$ cat src/rtl/cstream_pkg.sv
// Shared constants for the character-stream pre-filters.
//   - ASCII codes used by the comment stripper and the int-declaration checker.
//   - FSM state encoding for comment_strip (3-bit).
//   - nl_map(): optional newline/CR to space mapping.
package cstream_pkg;

  localparam logic [7:0] CH_SLASH = 8'h2f;
  localparam logic [7:0] CH_STAR  = 8'h2a;
  localparam logic [7:0] CH_NL    = 8'h0a;
  localparam logic [7:0] CH_CR    = 8'h0d;
  localparam logic [7:0] CH_SPACE = 8'h20;
  localparam logic [7:0] CH_SEMI  = 8'h3b;

  typedef logic [2:0] state_t;

  localparam state_t ST_NORMAL     = 3'd0;
  localparam state_t ST_SLASH      = 3'd1;
  localparam state_t ST_LINE       = 3'd2;
  localparam state_t ST_BLOCK      = 3'd3;
  localparam state_t ST_BLOCK_STAR = 3'd4;
  localparam state_t ST_FLUSH      = 3'd5;

  // Map '\n' and '\r' to ' ' when en is set; every other character passes through.
  function automatic logic [7:0] nl_map(input logic [7:0] c, input logic en);
    if (en && (c == CH_NL || c == CH_CR)) begin
      return CH_SPACE;
    end
    return c;
  endfunction

endpackage

$ cat src/rtl/comment_strip.sv
// comment_strip: removes C comments from a raw ASCII stream.
//   Each completed comment is replaced by one separator character; a lone '/'
//   that does not open a comment is re-emitted together with the following
//   character (which costs one stall cycle while that character is flushed).
// Ports:
//   clk          system clock, rising edge
//   reset        synchronous active-low reset
//   in           raw input character
//   in_valid     in carries a character this cycle
//   in_ready     block accepts in this cycle (low only while flushing)
//   out          cleaned character, registered, held when out_valid is low
//   out_valid    single-cycle strobe per emitted character
//   in_comment   high while inside a line or block comment
//   comment_cnt  number of completed comments, saturating
module comment_strip
  import cstream_pkg::*;
#(
  parameter int unsigned NL_TO_SPACE = 1,
  parameter int unsigned CNT_W       = 8
) (
  input  logic             clk,
  input  logic             reset,
  input  logic [7:0]       in,
  input  logic             in_valid,
  output logic             in_ready,
  output logic [7:0]       out,
  output logic             out_valid,
  output logic             in_comment,
  output logic [CNT_W-1:0] comment_cnt
);

  localparam logic NlEn = (NL_TO_SPACE != 0);

  state_t           state_q, state_d;
  logic [7:0]       pending_q, pending_d;
  logic [7:0]       out_q, out_d;
  logic             out_valid_d;
  logic             in_comment_q, in_comment_d;
  logic [CNT_W-1:0] cnt_q, cnt_d;
  logic             cnt_inc;
  logic             accept;

  assign in_ready = (state_q != ST_FLUSH);
  assign accept   = in_valid && in_ready;

  always_comb begin
    state_d     = state_q;
    pending_d   = pending_q;
    out_d       = out_q;
    out_valid_d = 1'b0;
    cnt_inc     = 1'b0;

    unique case (state_q)
      ST_NORMAL: begin
        if (accept) begin
          if (in == CH_SLASH) begin
            state_d = ST_SLASH;
          end else begin
            out_valid_d = 1'b1;
            out_d       = nl_map(in, NlEn);
          end
        end
      end
      ST_SLASH: begin
        if (accept) begin
          if (in == CH_SLASH) begin
            state_d = ST_LINE;
          end else if (in == CH_STAR) begin
            state_d = ST_BLOCK;
          end else begin
            // Not a comment: release the held '/' now, the character next cycle.
            out_valid_d = 1'b1;
            out_d       = CH_SLASH;
            pending_d   = in;
            state_d     = ST_FLUSH;
          end
        end
      end
      ST_FLUSH: begin
        out_valid_d = 1'b1;
        out_d       = nl_map(pending_q, NlEn);
        state_d     = ST_NORMAL;
      end
      ST_LINE: begin
        if (accept && in == CH_NL) begin
          out_valid_d = 1'b1;
          out_d       = NlEn ? CH_SPACE : CH_NL;
          cnt_inc     = 1'b1;
          state_d     = ST_NORMAL;
        end
      end
      ST_BLOCK: begin
        if (accept && in == CH_STAR) begin
          state_d = ST_BLOCK_STAR;
        end
      end
      ST_BLOCK_STAR: begin
        if (accept) begin
          if (in == CH_SLASH) begin
            out_valid_d = 1'b1;
            out_d       = CH_SPACE;
            cnt_inc     = 1'b1;
            state_d     = ST_NORMAL;
          end else if (in != CH_STAR) begin
            state_d = ST_BLOCK;
          end
        end
      end
      default: begin
        state_d = ST_NORMAL;
      end
    endcase
  end

  always_comb begin
    cnt_d = cnt_q;
    if (cnt_inc && (cnt_q != {CNT_W{1'b1}})) begin
      cnt_d = cnt_q + CNT_W'(1);
    end
  end

  assign in_comment_d = (state_d == ST_LINE) || (state_d == ST_BLOCK) ||
                        (state_d == ST_BLOCK_STAR);

  always_ff @(posedge clk) begin
    if (!reset) begin
      state_q      <= ST_NORMAL;
      pending_q    <= 8'h00;
      out_q        <= 8'h00;
      out_valid    <= 1'b0;
      in_comment_q <= 1'b0;
      cnt_q        <= '0;
    end else begin
      state_q      <= state_d;
      pending_q    <= pending_d;
      out_q        <= out_d;
      out_valid    <= out_valid_d;
      in_comment_q <= in_comment_d;
      cnt_q        <= cnt_d;
    end
  end

  assign out         = out_q;
  assign in_comment  = in_comment_q;
  assign comment_cnt = cnt_q;

endmodule

$ cat config.mk
export PLATFORM = sky130hd
export DESIGN_NAME = comment_strip
export DESIGN_NICKNAME = d
export VERILOG_FILES = /design/src/rtl/cstream_pkg.sv /design/src/rtl/comment_strip.sv
export SDC_FILE = /design/constraint.sdc
export NUM_CORES = 1
export LEC_CHECK = 0
export CORE_MARGIN = 3
export CORE_UTILIZATION = 25
export DETAILED_ROUTE_END_ITERATION = 8
export PLACE_DENSITY = 0.47
export SLEW_MARGIN = 20
export SYNTH_ARGS = -nofsm -noshare
export SYNTH_HDL_FRONTEND = slang
export SYNTH_SLANG_ARGS = --single-unit
$ cat constraint.sdc
create_clock -name clk -period 2.9 [get_ports clk]
set_input_delay 0.29 -clock clk [delete_from_list [all_inputs] [get_ports clk]]
set_output_delay 0.29 -clock clk [all_outputs]
set_load 0.01 [all_outputs]
==> results.md, run 1 <==
- Share of cells above drive strength 1: 8.861%
- Ant diodes: 0
- Worst-skew pair later-pin latency: 270 ps
- Post-synthesis cell type count: 55
- Placed inst area: 2113 um^2
- RSZ-0062 raised after global routing: false
- Finished Layout Cells: 314
- Core area: 6531 um^2
- HPWL Detailed: 3563 um
- Avg Inst Size Synth: 8.452 um^2
- Row cnt: 29
- Max-slew violations: 0
- Via density: 5.182
- Drt total wl: between 4000 and 5000 um
- Count of final setup violators: 0
- Largest net degree at the start of global routing: 16
- GR Util met1: around 18%
- Clock transition at path regs: 60 ps
- Root buf cell: clkbuf_8
- GRT met2 Usage: 18.49%
- Final net count: 249
- Crit path required time: 3050 ps
- P&R area growth vs syn: 27.58%
- Dpl ws: 311.7 ps
- Initial Utilization: 26.40%
- Syn_nets: between 200 and 250
- EDFF count, synth: 0
- Die ar.: 7929 um^2
- I/O pin cnt: 30
- Flop2flop setup slack: 730 ps
- Placed Instances: 307
- Gpl congestion: 0.7908
- Ys flop type: dfxtp_1
- Synthesized instance count: roughly 200
- Worst min path class: reg -> reg
- Slew headroom: 46.81%
- Clock Skew: 2.575 ps
- Count of cells resized by post-cts repair: 0
- Worst flop-to-flop path startpoint: state_q[2]
- Met3 Usage GRT: under 10%
- Final core utilization: 33.68%
- Gr busiest metal: met2
- Worst VDD drop: 0.0001405 V
- Yosys reg bits: 29
- Crit path from: in[7]
- Length in cells of the worst reg-to-reg path: 5
- Final Hold Viols: 0
- CP max FO: 10
- Area leader, netlist: dfxtp_1
- CP endpoint: out[5]
- Worst Max-Slew Pin Slew: between 700 and 800 ps
- First-pass GRT wire length: 7707 um
- Setup TNS: 0 ps
- Post-synthesis sequential area ratio: 33.67%
- Setup repair bufs after CTS: 0
- P per Cell Area: around 380 nW/um^2
- Die span in x: 89.05 um
- P_leak: 0.0008107 uW
- Vias: 1627
- Number of warnings issued by yosys: 0
- Fill count: 706
- Final WS setup: 579.0 ps
- CP arrival: around 2500 ps
- Startpoint types: input port
- DRC: 0
- Setup crit end kind: register
- Maxcap violations: 0
- Longest Clk Path Bufs: 2
- Share of synthesized registers carrying an async set or reset: 0%
- Crit path time final: 2321 ps
- Top cell type's share of synthesized area: 33.67%
- Fmax: 430.8 MHz
- Leading post-synthesis cells by cell area: dfxtp_1 (34%), mux2i_1 (7.5%), nor2_1 (4.6%)
- Reg2reg end: comment_cnt[4]
- First-pass iteration count of the detailed router: 4
- Vias in the first global route: 1517
- Crit path kind: in -> reg
- Hold depth: 2
- CTS sink cnt: 29
- DRT antenna net count: 0
- Routed WL per cell: 14.97 um
- Initial antenna violation count: 0
- H-tree depth: 2
- Total track usage: 12.47%
- Die Ht: approximately 89 um
- Status: finished, final reports clean
- GRT overflow: 0
- Num CTS Buffers: 5
- Cell Area, Synth: 1724 um^2
- Period utilisation layout: roughly 80%
- Port Buffers: 29
- Final Cell Area: 2200 um^2
- TritonCTS clock tree: built
- Hold Buf Count CTS: 0
- Drt first-iter violations: 99
[layer usage]
layer,vias up,part of all wire (%),wire length (um)
met1,770,49,2300
met4,0,0.72,34
met3,2,3.5,163
li1,823,-,-
met2,32,47,2203
met5,-,0,0
[cell usage after synthesis (all sizes together), types with 3 or more instances]
cell / count
a211o: 3
a211oi: 4
a21boi: 3
a21oi: 8
a311oi: 4
and4: 3
buf: 6
clkbuf: 4
dfxtp: 29
inv: 14
mux2i: 13
nand2: 11
nand2b: 3
nand3: 8
nor2: 22
nor3: 10
nor4: 3
o21ai: 10
o22ai: 5
o41ai: 3
or3: 5
[through the flow]
step / hold WS (ps) / power (uW)
after global placement: 454.2 / 522.4
after global routing: 468.5 / 885.8
after CTS: 462.0 / 859.0
after floorplan: 433.9 / 469.9
final: 459.4 / 844.0
after detailed placement: 449.4 / 520.8
[layout make-up]
cell class	instances	area [um^2]	share of cell area [%]
Sequential cell	29	580.6	26.39
Tap cell	77	96.34	4.380
Inverter	14	52.55	2.389
Multi-Input combinational cell	151	1041	47.33
Clock buffer	7	86.33	3.925
Timing Repair Buffer	36	342.8	15.59
[registers in the layout, summed over array words and instances (netlist names)]
register,cells
out_valid,1
out,8
in_comment,1
state_q,3
pending_q,8
comment_cnt,8
[worst max-delay path, cell delays in order]
cell and delay, ps:
clkdlybuf4s50_1 460, or3_1 570, or3_4 480, a211oi_4 400
nor2_4 120, mux2i_1 140
[worst min path at each step]
| stage | start | end | slack [ps] |
|---|---|---|---|
| 6_report | out[2] | out[2] | 460 |
| 5_1_grt | out[2] | out[2] | 470 |
| 3_3_place_gp | out[1] | out[1] | 450 |
| 2_1_floorplan | in[1] | pending_q[1] | 430 |
| 4_1_cts | out[2] | out[2] | 460 |
| 3_5_place_dp | out[3] | out[3] | 450 |
[power breakdown]
group | switching, uW | internal, uW
combinational | 53.5 | 47.7
sequential | 4.58 | 407
clock | 143 | 188
total | 201 | 642
[cells by family (layout without fill, tap and decap cells)]
kind of cell | count (synthesis) | in the layout | synth area share (%)
and+or+nand+nor | 78 | 78 | 25.40
AOI/OAI and AO/OA | 56 | 56 | 25.18
DFF | 29 | 29 | 33.67
buffers and inverters | 24 | 57 | 5.950
muxes | 13 | 13 | 7.547
xor gates and xnor gates | 3 | 3 | 1.524
adders and majority gates | 1 | 1 | 0.7256
[layout by cell type, fill, tap and decap left out, types with 6 or more instances in the layout]
cell and count:
dfxtp_1 29, clkdlybuf4s50_1 29, nor2_1 21, inv_1 14, mux2i_1 13, nand2_1 11
nor3_1 10, nand3_1 8, o21ai_0 8, a21oi_1 8, buf_4 7, clkbuf_8 6
No activity file was read; power rests on OpenSTA's default activity.
==> run 2: changes to the inputs <==
==> constraint.sdc (replaced) <==
create_clock -name clk -period 2.37 [get_ports clk]
set_input_delay 0.237 -clock clk [delete_from_list [all_inputs] [get_ports clk]]
set_output_delay 0.237 -clock clk [all_outputs]
set_load 0.01 [all_outputs]
==> results.md, run 2 (synthesized netlist as in run 1, its figures left out) <==
- Die ar.: 7929 um^2 (unchanged)
- Longest Clk Path Bufs: 2 (unchanged)
- Initial antenna violation count: 0 (unchanged)
- Count of cells resized by post-cts repair: 0 (unchanged)
- First-pass iteration count of the detailed router: 4 (unchanged)
- Die span in x: 89.05 um (unchanged)
- P&R area growth vs syn: 36.36%
- Routed WL per cell: 14.89 um (-0.57%)
- Vias: 1711 (+5.2%)
- Vias in the first global route: 1656 (+9.2%)
- Final Hold Viols: 0 (unchanged)
- Ant diodes: 0 (unchanged)
- Gpl congestion: 0.8438 (+6.7%)
- Drt first-iter violations: 126 (+27%)
- TritonCTS clock tree: built
- Worst-skew pair later-pin latency: 280 ps (about the same)
- P_leak: 0.0009096 uW (+12%)
- Worst min path class: reg -> reg
- Maxcap violations: 0 (unchanged)
- Setup TNS: 0 ps (unchanged)
- Final Cell Area: 2351 um^2 (+6.9%)
- Final net count: 268 (+7.6%)
- DRT antenna net count: 0 (unchanged)
- Crit path time final: 2106 ps
- Largest net degree at the start of global routing: 15 (-1)
- Family with the most delay on the worst path: simple AND/OR/NAND/NOR gates
- Core area: 6531 um^2 (unchanged)
- Initial Utilization: 26.40% (unchanged)
- P per Cell Area: 446.8 nW/um^2 (+16%)
- Fmax: 474.8 MHz
- Port Buffers: 29 (unchanged)
- Total track usage: 13.83% (+1.4 points)
- Clock transition at path regs: 70 ps (about the same)
- DRC: 0 (unchanged)
- Period utilisation layout: between 80% and 90%
- Finished Layout Cells: 334 (+6.4%)
- CTS sink cnt: 29 (unchanged)
- CP arrival: 2270 ps (-200 ps)
- Root buf cell: clkbuf_8
- Crit path required time: 2540 ps (-510 ps)
- Via density: 5.123 (-1.1%)
- Drt total wl: 4973 um (+5.8%)
- Count of final setup violators: 0 (unchanged)
- Max incr delay on CP: 510 ps (-60 ps)
- Fill count: 692 (-2.0%)
- CP max FO: 6 (-4)
- WP buf/inv: 1 (unchanged)
- Hold Buf Count CTS: 0 (unchanged)
- Status: finished, final reports clean
- Setup repair bufs after CTS: 0 (unchanged)
- Clock Skew: 3.848 ps (+1.273 ps)
- Share of cells above drive strength 1: 15.95% (+7.1 points)
- Die Ht: 89.05 um (unchanged)
- Crit path kind: in -> reg
- Row cnt: 29 (unchanged)
- Startpoint types: input port
- WHS: 464.1 ps (+4.654 ps)
- First-pass GRT wire length: 8445 um (+9.6%)
- Worst Max-Slew Pin Slew: 424.8 ps (-365.8 ps)
- HPWL Detailed: 3744 um (+5.1%)
- Slew headroom: 71.46% (+25 points)
- Crit-path slowest cell: or3_1
- H-tree depth: 2 (unchanged)
- Worst VDD drop: 0.0002458 V (+75%)
- Num CTS Buffers: 5 (unchanged)
- Placed Instances: 326 (+6.2%)
- Setup crit end kind: register
- Max-slew violations: 0 (unchanged)
- GRT overflow: 0 (unchanged)
- I/O pin cnt: 30 (unchanged)
- RSZ-0062 raised after global routing: false
- Commonest non-fill, non-tap cells in the layout: dfxtp_1 (29), clkdlybuf4s50_1 (29), buf_4 (25)
- Critical Path, Cell by Cell: clkdlybuf4s50_1 -> or3_1 -> or3_4 -> a211oi_4 -> nor2_4 -> mux2i_1
- Placed inst area: 2268 um^2 (+7.3%)
==> run 2: worst reg2reg max path: stages, from the launching register on <==
cell and delay [ps]:
dfxtp_1 390, or4bb_1 570, nor4_4 220, o22ai_2 180, o31a_1 300, o21a_1 180
==> run 2: through the flow <==
stage | worst slack (ps) | power (uW) | utilization, %
after floorplan | 476.1 | 575.0 | -
after global placement | -9.277 | 653.7 | 34.73
after detailed placement | -38.76 | 651.8 | 34.73
after CTS | 252.3 | 1068 | 36.00
after global routing | 160.2 | 1107 | 36.00
final | 263.9 | 1050 | 36.00
==> run 2: where the power goes <==
part           internal (uW)  leakage (uW)  total, uW  switching [uW]
logic                   70.5      0.000629        138            67.2
registers                498      0.000236        503            5.88
clock network            203     0.0000450        409             206
==> run 2: final timing paths <==
kind,slack (ps),end,depth (start not counted),start
hold / removal,460,out[1],2,out[1]
hold reg to reg,460,out[1],2,out[1]
setup reg to reg,430,comment_cnt[5],5,state_q[0]
setup / recovery,260,out[1],6,in[7]
==> run 2: final cells by class <==
cell class,count,area (um^2),area share (%)
timing repair buffer,55,498.0,21.18
sequential,29,580.6,24.69
clock inverter,2,10.01,0.4258
inverter,14,52.55,2.235
clock buffer,6,72.57,3.087
tap,77,96.34,4.098
multi-input combinational,151,1041,44.28
==> run 2: per-layer routing <==
metal | vias up | GRT usage, % | wire [um] | part of all wire (%)
met3 | 5 | 3.779 | 160 | 3.2
met5 | - | 0 | 0 | 0
met4 | 0 | 3.789 | 59 | 1.2
met2 | 24 | 20.45 | 2323 | 47
li1 | 864 | - | - | -
met1 | 818 | 19.74 | 2430 | 49
==> run 3: changes to the inputs <==
--- a/config.mk
+++ b/config.mk
@@ -13,3 +13,4 @@
 export SYNTH_ARGS = -nofsm -noshare
 export SYNTH_HDL_FRONTEND = slang
 export SYNTH_SLANG_ARGS = --single-unit
+export TNS_END_PERCENT = 100
==> results of run 3 <==
The final DEF is identical to that of run 2; final timing and power are the same.
==> edit 1, RTL diff (settings of run 2) <==
Set the parameter `CNT_W` to 10 (it was 8).
--- a/src/rtl/comment_strip.sv
+++ b/src/rtl/comment_strip.sv
@@ -16,7 +16,7 @@
   import cstream_pkg::*;
 #(
   parameter int unsigned NL_TO_SPACE = 1,
-  parameter int unsigned CNT_W       = 8
+  parameter int unsigned CNT_W       = 10
 ) (
   input  logic             clk,
   input  logic             reset,
Ports: changed (resized comment_cnt); port bits go from 30 to 32. The function was not compared with the original's and may differ.
==> edit 1 against run 2 <==
Area after synthesis increased by 6.4%; setup slack got worse by 0.22 ns; routed wire length increased by 3.1%; design area increased by 10%; combinational power decreased by 9%; fmax decreased by 9.6%; die area increased by 5.9%; sequential cell count increased by 2; total power increased by 16%; count of clock-buffer cells in the layout unchanged; via count increased by 4.8%; largest cell class unchanged; largest power group is now clock.
==> edit 1: results (changes against run 2) <==
Yosys
  • Seq/Total Area, Yosys: 33.83% (was 33.67%)
  • Cells after Synth: 213 (was 204)
  • List of most frequent post-synthesis cells: dfxtp_1 (31), nand2_1 (19), nor2b_1 (16) (was dfxtp_1 (29), nor2_1 (21), inv_1 (14))
  • Mapped Nets: 225 (was 216)
  • FFs w/ async S/R, synth: 0% (unchanged)
  • Synth area leaders: dfxtp_1 (34%), mux2i_1 (7.1%), nor2b_1 (5.5%) (was dfxtp_1 (34%), mux2i_1 (7.5%), nor2_1 (4.6%))
  • Yosys cell types: 48 (was 55)

Route
  • Avg WL per Cell: 14.00 um (was 14.89 um)
  • DR vias: 1793 (was 1711)
  • Initial detailed-routing violation count: 68 (was 126)

GRT
  • Largest net degree at the start of global routing: 42 (was 15)
  • First-pass GRT wire length: 8721 um (was 8445 um)
  • Vias in the first global route: 1741 (was 1656)

Critical path
  • R2r startpoint: state_q[0]$_SDFF_PN0_ (unchanged)
  • Top fanout value on the critical path: 7 (was 6)
  • Slowest stage delay, CP: 0.53 ns (was 0.51 ns)
  • Worst setup path end: comment_cnt[9]$_SDFFE_PN0P_ (was out[1]$_SDFFE_PN0P_)
  • CP arrival: 2.55 ns (was 2.27 ns)
  • FF-to-FF setup slack: 0.11 ns (was 0.43 ns)
  • CP max-delay cell: or4b_4 (was or3_1)

Power
  • Leakage power: 1.012 nW (was 0.9096 nW)
  • Cell Int Power: 0.9397 mW (was 0.7715 mW)
  • Max VDD drop: 0.2905 mV (was 0.2458 mV)

Min path
  • Min-Delay Path Depth: 4 (was 2)
  • Min-delay worst type: in2reg (was reg2reg)
  • Hold path start: in[6] (was out[1]$_SDFFE_PN0P_)

Outcome
  • Outcome: completed (unchanged)

Timing
  • Hold slack: 0.4256 ns (was 0.4641 ns)
  • Setup skew after layout: 0.008548 ns (was 0.003848 ns)
  • Least-Margin Pin Slew: 0.4647 ns (was 0.4248 ns)
  • Fmax: 0.4292 GHz (was 0.4748 GHz)

Clocking
  • TritonCTS buffer count: 5 (unchanged)
  • Root Driver: clkbuf_8 (unchanged)

Place
  • Post-Place Cell Area: 2465 sq um (was 2268 sq um)
  • Hpwl dp: 3714 um (was 3744 um)
  • Port buffer count: 31 (was 29)
  • Worst slack, placed: -0.4231 ns (was -0.03876 ns)
  • RePlAce Congestion: 0.8126 (was 0.8438)

Finish
  • Final nets: 281 (was 268)
  • Final Util: 37.35% (was 36.00%)
-- edit 1: cell families after synthesis --
family          synth area share, %
compound gates                22.51
xor+xnor                      1.910
fa+ha+maj                    0.6820
buf+inv                       3.683
flops                         33.83
mux                           7.094
simple gates                  30.29
-- edit 1: worst min-delay path: cells and delay by family --
family        cells  cell delay, ns
mux               1            0.06
buf+inv           2            0.29
simple gates      1            0.09
-- edit 1: area by class of cell --
class | instances | area, sq um | area share [%]
flip-flops and latches | 31 | 620.6 | 23.93
repair buffers | 62 | 549.3 | 21.18
clock buffers | 6 | 82.58 | 3.184
inverters | 3 | 11.26 | 0.4342
clock inverters | 2 | 35.03 | 1.351
multi-input cells | 166 | 1175 | 45.30
well taps | 96 | 120.1 | 4.631
-- edit 1: per-layer routing --
layer,GRT usage (%),up-vias,part of all wire [%]
met5,0,-,0
met4,3.392,0,1.0
met2,19.35,41,43
li1,-,921,-
met1,17.78,824,51
met3,3.445,7,4.6
-- edit 1: power by group through the flow --
stage / registers (mW) / clock network, mW / logic (mW)
after floorplan: 0.552 / 0 / 0.0556
after global placement: 0.548 / 0 / 0.131
after detailed placement: 0.548 / 0 / 0.130
after CTS: 0.536 / 0.575 / 0.127
after global routing: 0.537 / 0.605 / 0.138
final: 0.536 / 0.560 / 0.125
-- edit 1: timing repair --
item / 4_1_cts / 5_1_grt
hold buffers: 0 / 0
pin swaps: 6 / 1
cloned: 1 / 0
setup endpoints to repair: 12 / 4
resized for setup: 10 / 1
==> edit 2, RTL diff (settings of run 2) <==
Made on the original files. Reset style: asynchronous (`reset`), changed in one clocked block. Comments in the files are not updated.
--- a/src/rtl/comment_strip.sv
+++ b/src/rtl/comment_strip.sv
@@ -122,7 +122,7 @@
   assign in_comment_d = (state_d == ST_LINE) || (state_d == ST_BLOCK) ||
                         (state_d == ST_BLOCK_STAR);
 
-  always_ff @(posedge clk) begin
+  always_ff @(posedge clk or negedge reset) begin
     if (!reset) begin
       state_q      <= ST_NORMAL;
       pending_q    <= 8'h00;
Check against the original RTL: differs if reset is asserted again (counterexample within 4 cycles, from zero or initial values and one cycle with reset low); with reset held inactive, the same outputs for 10 cycles.
==> edit 2 against run 2 <==
Clock skew increased by 0.0023 ns; global-route usage decreased by 1.8 points; design area decreased by 3.9%; routed wire length decreased by 16%; area after synthesis decreased by 3.0%; sequential cell count unchanged; worst hold slack got worse by 0.13 ns; register-to-register slack got worse by 0.11 ns; setup slack got worse by 0.055 ns; cell count decreased by 18%; non-clock buffer count decreased by 12; highest routed layer unchanged.
Power is not compared: it rests on default switching activity, and its combinational part moved more than twofold at a synthesized area within 25%.
==> edit 2: results (changes against run 2) <==
Outcome
  • Outcome: completed (unchanged)

Finish
  • Final nets: 209 (was 268)
  • N_diodes: 0 (unchanged)
  • Layout Cell Area excl Fill: 2258 sq um (was 2351 sq um)
  • Filler cells: 644 (was 692)
  • Layout cells sized above 1: 23.23% (was 15.95%)

Route
  • ANT nets after route: 0 (unchanged)
  • Met3 wire len: 147 um (was 160 um)
  • Initial detailed-routing violation count: 84 (was 126)
  • DR vias: 1350 (was 1711)
  • Routed wl met2: 2068 um (was 2323 um)
  • DR pass1 iterations: 4 (unchanged)
  • Met1 wire length: 1924 um (was 2430 um)
  • Avg WL per Cell: 15.23 um (was 14.89 um)

Yosys
  • Multiplexer share of the synthesized area: 12.72% (was 7.547%)
  • Post-synth top flop: dfrtp_1 (was dfxtp_1)
  • FFs w/ async S/R, synth: 100.0% (was 0%)
  • Yosys cell types: 50 (was 55)
  • Mapped Nets: 166 (was 216)
  • Post-Synth XOR/XNOR Area: 3.665% (was 1.524%)
  • Seq/Total Area, Yosys: 43.38% (was 33.67%)
  • Synth Area in Compound Gates: 14.36% (was 25.18%)
  • Synth Area in Adders: 0.7479% (was 0.7257%)
  • List of most frequent post-synthesis cells: dfrtp_1 (29), mux2_2 (16), nand2_1 (12) (was dfxtp_1 (29), nor2_1 (21), inv_1 (14))
  • Synth area leaders: dfrtp_1 (43%), mux2_2 (11%), nand2_1 (2.7%) (was dfxtp_1 (34%), mux2i_1 (7.5%), nor2_1 (4.6%))
  • Ys Warns: 0 (unchanged)

Min path
  • Min-delay worst type: in2async (was reg2reg)

GRT
  • First-pass GRT wire length: 7127 um (was 8445 um)
  • Largest net degree at the start of global routing: 30 (was 15)
  • Vias in the first global route: 1371 (was 1656)
  • Tot GR Track Use: 12.06% (was 13.83%)

Place
  • Post-Place Cell Area: 2142 sq um (was 2268 sq um)
  • Port buffer count: 29 (unchanged)
  • RePlAce Congestion: 0.8365 (was 0.8438)
  • Hpwl dp: 3176 um (was 3744 um)

Critical path
  • Slowest stage delay, CP: 0.54 ns (was 0.51 ns)
  • CP arrival: 1.92 ns (was 2.27 ns)
  • Worst flop-to-flop path endpoint: out[2]$_DFFE_PN0P_ (was comment_cnt[5]$_SDFFE_PN0P_)
  • CP max-delay cell: dfrtp_1 (was or3_1)
  • Top fanout value on the critical path: 10 (was 6)
  • FF-to-FF setup slack: 0.32 ns (was 0.43 ns)
  • R2r startpoint: pending_q[5]$_DFFE_PN0P_ (was state_q[0]$_SDFF_PN0_)

Clocking
  • CTS max path bufs: 2 (unchanged)
  • H-tree depth: 2 (unchanged)
  • Post-CTS Setup Repair Bufs: 0 (unchanged)

Timing
  • Least-Margin Pin Slew: 0.5014 ns (was 0.4248 ns)
  • Setup skew after layout: 0.006108 ns (was 0.003848 ns)
  • Hold slack: 0.3389 ns (was 0.4641 ns)
## edit 2: per-layer routing
metal  up-vias  GRT usage, %
met4         0         3.766
li1        658             -
met2        34         18.70
met1       654         16.11
met3         4         3.669
met5         -             0
## edit 2: critical path, delay by kind of cell (launching register included)
family,cells,cell delay [ns]
simple gates,2,0.48
flops,1,0.54
buf+inv,2,0.63
## edit 2: area by class of cell
class,count,area share (%)
clock buffer,7,3.823
clock inverter,1,1.330
inverter,5,0.8310
multi-input combinational,113,39.56
sequential,29,32.13
tap,77,4.266
timing repair buffer,43,18.06
## edit 2: metrics by stage
step           power, mW  worst slack, ns  cells
5_1_grt            2.349          0.09019    275
3_5_place_dp       1.675          0.02525    267
6_report           2.186           0.2093    275
4_1_cts            2.226           0.2178    275
2_1_floorplan      1.297           0.4865    154
3_3_place_gp       1.658          0.08385    267
## edit 2: logic make-up after synthesis
kind of cell,count (synthesis)
buffers and inverters,12
multiplexers,19
AND/OR/NAND/NOR,55
XOR/XNOR,7
flip-flops,29
AO/OA/AOI/OAI,31
adder cells (fa/ha/maj),1
## edit 2: worst max path at each step
stage / end / cells after the start / slack [ns] / from
after floorplan: comment_cnt[7]$_DFFE_PN0P_ / 7 / 0.49 / in[3]
after global placement: comment_cnt[7]$_DFFE_PN0P_ / 6 / 0.08 / in[4]
after detailed placement: comment_cnt[7]$_DFFE_PN0P_ / 6 / 0.03 / in[6]
after CTS: in_ready / 4 / 0.22 / state_q[0]$_DFF_PN0_
after global routing: in_ready / 4 / 0.09 / state_q[0]$_DFF_PN0_
final: in_ready / 4 / 0.21 / state_q[0]$_DFF_PN0_
## edit 2: power by group through the flow
| stage | logic (mW) | registers, mW | clock network, mW |
|---|---|---|---|
| final | 0.843 | 0.805 | 0.537 |
| after global routing | 0.931 | 0.837 | 0.581 |
| after CTS | 0.861 | 0.810 | 0.555 |
| after detailed placement | 0.857 | 0.817 | 0 |
| after global placement | 0.847 | 0.811 | 0 |
| after floorplan | 0.498 | 0.799 | 0 |
